$ cat config.mk
export PLATFORM = sky130hd
export DESIGN_NAME = rt8_err_mon
export DESIGN_NICKNAME = d
export VERILOG_FILES = /design/src/rtl/rt8_pkg.sv /design/src/rtl/sat_cnt.sv /design/src/rtl/rt8_err_mon.sv
export SDC_FILE = /design/constraint.sdc
export NUM_CORES = 1
export LEC_CHECK = 0
export BUFFER_PORTS_ARGS = -buffer_cell sky130_fd_sc_hd__buf_4
export CORE_ASPECT_RATIO = 2
export CORE_UTILIZATION = 30
export CTS_BUF_LIST = sky130_fd_sc_hd__clkbuf_8
export DETAILED_ROUTE_END_ITERATION = 8
export SYNTH_ARGS = -nofsm -noshare
export SYNTH_HDL_FRONTEND = slang
export SYNTH_SLANG_ARGS = --single-unit
$ cat constraint.sdc
create_clock -name clk -period 2.2 [get_ports clk]
set_clock_uncertainty 0.15 [all_clocks]
set_input_delay 0.22 -clock clk [delete_from_list [all_inputs] [get_ports clk]]
set_output_delay 0.22 -clock clk [all_outputs]
set_load 0.005 [all_outputs]
$ cat src/rtl/rt8_pkg.sv
// Shared definitions for the rt8 error monitor: FSM state encoding and the
// bit positions of each compressor inside the registered error vector.
package rt8_pkg;

  typedef enum logic [1:0] {
    IDLE   = 2'd0,
    RUN    = 2'd1,
    REPORT = 2'd2
  } state_e;

  localparam int ERR_U0 = 2;
  localparam int ERR_U1 = 1;
  localparam int ERR_U2 = 0;

endpackage

$ cat src/rtl/sat_cnt.sv
// Saturating up-counter with synchronous clear; sat_hit flags an increment
// attempted while the counter already holds its maximum value.
module sat_cnt #(
  parameter int W = 12
) (
  input  logic         clk,
  input  logic         rst_n,
  input  logic         clr,
  input  logic         en,
  output logic [W-1:0] q,
  output logic         sat_hit
);

  logic [W-1:0] r_q;
  logic         w_at_max;

  assign w_at_max = &r_q;

  // Count register: clear wins over increment, increments stop at all-ones.
  always_ff @(posedge clk or negedge rst_n) begin
    if (!rst_n) begin
      r_q <= '0;
    end else if (clr) begin
      r_q <= '0;
    end else if (en && !w_at_max) begin
      r_q <= r_q + W'(1);
    end else begin
      r_q <= r_q;
    end
  end

  assign q       = r_q;
  assign sat_hit = en & w_at_max;

endmodule

$ cat src/rtl/rt8_err_mon.sv
// Windowed error-statistics monitor for the rt8 approximate compressor tree.
// Optional first-error index capture is built when RT8_ERR_MON_FIRST_IDX_EN is defined.
module rt8_err_mon
  import rt8_pkg::*;
#(
  parameter int WIN_W = 16,
  parameter int CNT_W = 12
) (
  input  logic             clk,
  input  logic             rst_n,
  input  logic             in_valid,
  input  logic [2:0]       err_in,
  input  logic             err_any,
  input  logic             start,
  input  logic [WIN_W-1:0] window_len,
  output logic             busy,
  output logic             rpt_valid,
  input  logic             rpt_ready,
  output logic [CNT_W-1:0] rpt_cnt0,
  output logic [CNT_W-1:0] rpt_cnt1,
  output logic [CNT_W-1:0] rpt_cnt2,
  output logic [CNT_W-1:0] rpt_any,
  output logic             rpt_sat,
  output logic [WIN_W-1:0] rpt_first_idx,
  output logic             rpt_first_vld
);

  state_e           r_state;
  state_e           w_state_nxt;
  logic [WIN_W-1:0] r_len;
  logic [WIN_W-1:0] r_idx;
  logic             r_sat;
  logic             r_busy;
  logic             r_rpt_valid;
  logic             w_start_ok;
  logic             w_smp;
  logic             w_last;
  logic [3:0]       w_en;
  logic [3:0]       w_hit;

  assign w_start_ok = (r_state == IDLE) && start && (window_len != '0);
  assign w_smp      = (r_state == RUN) && in_valid;
  assign w_last     = w_smp && (r_idx == (r_len - WIN_W'(1)));

  // Next-state decode.
  always_comb begin
    w_state_nxt = r_state;
    case (r_state)
      IDLE:    if (w_start_ok) w_state_nxt = RUN;    else w_state_nxt = IDLE;
      RUN:     if (w_last)     w_state_nxt = REPORT; else w_state_nxt = RUN;
      REPORT:  if (rpt_ready)  w_state_nxt = IDLE;   else w_state_nxt = REPORT;
      default: w_state_nxt = IDLE;
    endcase
  end

  // State register with busy/valid registered from the next state.
  always_ff @(posedge clk or negedge rst_n) begin
    if (!rst_n) begin
      r_state     <= IDLE;
      r_busy      <= 1'b0;
      r_rpt_valid <= 1'b0;
    end else begin
      r_state     <= w_state_nxt;
      r_busy      <= (w_state_nxt != IDLE);
      r_rpt_valid <= (w_state_nxt == REPORT);
    end
  end

  // Window length, sample index and sticky saturation flag.
  always_ff @(posedge clk or negedge rst_n) begin
    if (!rst_n) begin
      r_len <= '0;
      r_idx <= '0;
      r_sat <= 1'b0;
    end else if (w_start_ok) begin
      r_len <= window_len;
      r_idx <= '0;
      r_sat <= 1'b0;
    end else if (w_smp) begin
      r_idx <= r_idx + WIN_W'(1);
      r_sat <= r_sat | (|w_hit);
    end else begin
      r_len <= r_len;
      r_idx <= r_idx;
      r_sat <= r_sat;
    end
  end

  assign w_en = {w_smp & err_in[ERR_U0], w_smp & err_in[ERR_U1],
                 w_smp & err_in[ERR_U2], w_smp & err_any};

  sat_cnt #(.W(CNT_W)) u_cnt0 (.clk(clk), .rst_n(rst_n), .clr(w_start_ok), .en(w_en[3]), .q(rpt_cnt0), .sat_hit(w_hit[3]));
  sat_cnt #(.W(CNT_W)) u_cnt1 (.clk(clk), .rst_n(rst_n), .clr(w_start_ok), .en(w_en[2]), .q(rpt_cnt1), .sat_hit(w_hit[2]));
  sat_cnt #(.W(CNT_W)) u_cnt2 (.clk(clk), .rst_n(rst_n), .clr(w_start_ok), .en(w_en[1]), .q(rpt_cnt2), .sat_hit(w_hit[1]));
  sat_cnt #(.W(CNT_W)) u_cnta (.clk(clk), .rst_n(rst_n), .clr(w_start_ok), .en(w_en[0]), .q(rpt_any),  .sat_hit(w_hit[0]));

  assign busy      = r_busy;
  assign rpt_valid = r_rpt_valid;
  assign rpt_sat   = r_sat;

`ifdef RT8_ERR_MON_FIRST_IDX_EN
  logic [WIN_W-1:0] r_first_idx;
  logic             r_first_vld;

  // Capture only the first err_any sample of the window.
  always_ff @(posedge clk or negedge rst_n) begin
    if (!rst_n) begin
      r_first_idx <= '0;
      r_first_vld <= 1'b0;
    end else if (w_start_ok) begin
      r_first_idx <= '0;
      r_first_vld <= 1'b0;
    end else if (w_smp && err_any && !r_first_vld) begin
      r_first_idx <= r_idx;
      r_first_vld <= 1'b1;
    end else begin
      r_first_idx <= r_first_idx;
      r_first_vld <= r_first_vld;
    end
  end

  assign rpt_first_idx = r_first_idx;
  assign rpt_first_vld = r_first_vld;
`else
  assign rpt_first_idx = '0;
  assign rpt_first_vld = 1'b0;
`endif

endmodule

==> summary.md <==
| Metric | Value |
|---|---|
| Reg2reg path depth | 6 |
| CTS H-Tree Depth | 3 |
| Mapped Avg Cell Area | 9.64 µm² |
| Routed WL | 11500 µm |
| TritonCTS buffer count | 9 |
| Post-synth ARST share | 1.00 |
| Placed instance count | 770 |
| Seq/Total Area, Yosys | 0.457 |
| Period utilization | 1.04 |
| Fmax | 438 MHz |
| Slew Limit Fails | 0 |
| Syn Std Cell Area | 4660 µm² |
| Comb pwr share | 0.369 |
| Clock Power Share | 0.225 |
| Type of the most critical hold path | input port to flop |
| Sw Share | 0.348 |
| Clock sink count | 85 |
| Worst path cell trace | or4_4 -> or3_4 -> a2111o_1 -> nand2_2 -> nor4b_4 -> a31o_1 |
| Simple-gate share of the synthesized area | 0.232 |
| Status | finished, violations left |
| I/O pins | 93 |
| First-pass GRT wire length | 19200 µm |
| Syn-to-layout area delta | 30.5% |
| Final hold violations | 0 |
| Clock root cell | clkbuf_8 |
| FP Rows | 64 |
| Most common cell after layout, fill and taps aside | buf_4 |
| DRT antenna net count | 0 |
| Int Power | 0.00358 W |
| Post-Synth XOR/XNOR Area | 0.139 |
| Delay-heaviest family, CP | simple AND/OR/NAND/NOR gates |
| Max IR drop VDD | 0.370 mV |
| Crit path launch type | flop |
| R2r startpoint | r_len[6] |
| Crit path buf inv count | 0 |
| Crit. End Element | flop |
| Design Area, Final | 6080 µm² |
| Post-Syn Instances | 483 |
| R2R Path End | r_state[1] |
| Hold Path Depth | 3 |
| Worst-Margin Slew | 0.642 ns |
| Residual DRC | 0 |
| Worst hold path endpoint | rpt_sat |
| R2r setup slk | -0.09 ns |
| Total track usage | 0.152 |
| WP data required | 2.32 ns |
| Finish-stage setup viols | 3 |
| Net count, final | 633 |
| Total vias in the final route | 3899 |
| Vias in the first global route | 3982 |
| Area of placed instances | 5630 µm² |
| Initial Util | 0.306 |
| Main synth FF type | dfrtp_1 |
| Sequential share of power | 0.406 |
| Antenna violations before repair | 0 |
| Clock-pin slew on the worst setup and hold paths | 0.09 ns |
| Number of detailed-route iterations in the first pass | 6 |
| WP data arrival | 2.41 ns |
| Worst setup path category | flop to flop |
| YS warnings | 0 |
| Die area | 16100 µm² |
| Die X | 90.1 µm |
| PD cells | 903 nW/µm² |
| Largest net degree at the start of global routing | 48 |
| Die Y-Extent | 178 µm |
| Cell count along the critical path | 6 |
| Placement Setup Slack | -0.177 ns |
| Post-synthesis adder-cell area fraction | 0.0161 |
| Hold Crit Start | err_in[2] |
| Synth Register Bits | 85 |
| Largest stage delay, worst path | 0.53 ns |
| # port buffers | 75 |
| Leak | 2.79 nW |
| Rel. slew slack | 0.572 |
| Later-pin clock latency in the skew report | 0.38 ns |
| GP Congestion | 0.862 |
| Post-DR vias/cell | 4.84 |
| NetSw | 0.00191 W |
| Tmin final | 2.29 ns |
| Mux share of post-synthesis cell area | 0.0510 |
| RSZ-0062 raised after global routing | true |
| Drt wl/cell | 14.3 µm |
| Commonest cells after routing, fill and taps aside | 107 x buf_4, 85 x dfrtp_1, 68 x nor2_1, 45 x xor2_1, 31 x nand2_1 |
| Worst setup margin | -0.0852 ns |
| Overflow after GRT | 0 |
| Largest family of logic cells by synthesized area | simple AND/OR/NAND/NOR gates |
| Post-synth EDFFs | 0 |
| Layout cells sized above 1 | 0.259 |
| Crit path max-delay cell type | or4_4 |
| Area of the core | 15200 µm² |
| CP Max Fanout | 6 |
| Synth cell types | 44 |
| CTS tree | yes |
| Detailed Place HPWL | 8570 µm |
| Max-Cap Viols | 0 |
| Failing checks | negative setup slack |
| Final non-filler cell total | 805 |
| Synth Area in Compound Gates | 0.0532 |
| Drt initial violations | 178 |
| Diode count | 0 |
| Max clock buf depth | 2 |
worst max path at each step:
stage,from,end,slack (ns)
finish,r_len[6],r_state[1],-0.09
global route,r_len[6],r_state[0],-0.13
CTS,r_len[6],r_state[1],-0.08
detailed placement,r_len[6],r_state[1],-0.18
global placement,r_len[6],rpt_valid,-0.15
floorplan,r_len[4],r_state[1],-0.08
synthesized netlist by cell type (all sizes together), types with 9 or more instances:
library cell,n,share of area
o21ai,10,0.011
nor2,68,0.055
dfrtp,85,0.46
xor2,45,0.085
nor4,9,0.012
nand3,25,0.027
a21oi,16,0.017
and3,11,0.015
clkbuf,14,0.011
mux2,14,0.034
nand2,32,0.026
xnor2,29,0.055
or3,9,0.012
nand4,17,0.023
buf,22,0.033
cell type report:
cell class              count  area (µm²)
inverters                   8        30.0
fillers                  1569        9140
clock inverters             7        91.3
multi-input cells         370        2410
clock buffers               9         124
flip-flops and latches     85        2130
well taps                 198         248
repair buffers            128        1050
metrics by stage:
stage	total power [W]	setup TNS (ns)	hold WS, ns	util
6_report	0.00549	-0.163	0.0214	0.400
3_3_place_gp	0.00412	-0.430	0.127	0.370
3_5_place_dp	0.00420	-0.518	0.139	0.370
4_1_cts	0.00552	-0.198	0.0102	0.398
5_1_grt	0.00586	-0.346	0.0143	0.400
2_1_floorplan	0.00336	-0.233	-0.226	-
power groups by stage:
| stage | registers (W) | clock network, W | logic (W) |
|---|---|---|---|
| global placement | 0.00224 | 0 | 0.00188 |
| CTS | 0.00223 | 0.00126 | 0.00202 |
| finish | 0.00223 | 0.00123 | 0.00203 |
| floorplan | 0.00222 | 0 | 0.00114 |
| global route | 0.00228 | 0.00134 | 0.00224 |
| detailed placement | 0.00226 | 0 | 0.00194 |
flip-flops by register name (all words and copies together) (netlist names):
register	flops
rpt_sat	1
r_len	16
u_cnt0.q	12
r_idx	16
busy	1
rpt_valid	1
u_cnta.q	12
u_cnt1.q	12
u_cnt2.q	12
r_state	2
worst min-delay path: stages:
cell and delay, ns:
buf_4 0.12, nand3_1 0.09, a211oi_1 0.07
repair_timing:
| action | 4_1_cts | 5_1_grt |
|---|---|---|
| hold endpoints to repair | 62 | 0 |
| resized for setup | 5 | 5 |
| gates cloned | 0 | 0 |
| hold buffers | 17 | 0 |
| endpoints found under the setup margin | 3 | 21 |
| setup buffers | 1 | 1 |
| pin swaps | 3 | 3 |
per-layer routing:
layer  track usage  part of all wire
met4        0.0860             0.034
met5             0                 0
met1         0.152              0.37
met2         0.291              0.56
met3        0.0273             0.035
cell families after synthesis:
| family | count (synthesis) |
|---|---|
| xor+xnor | 74 |
| fa+ha+maj | 6 |
| flops | 85 |
| simple gates | 211 |
| compound gates | 40 |
| other cells | 1 |
| mux | 22 |
| buf+inv | 44 |
Power figures use the tool's default switching activity.
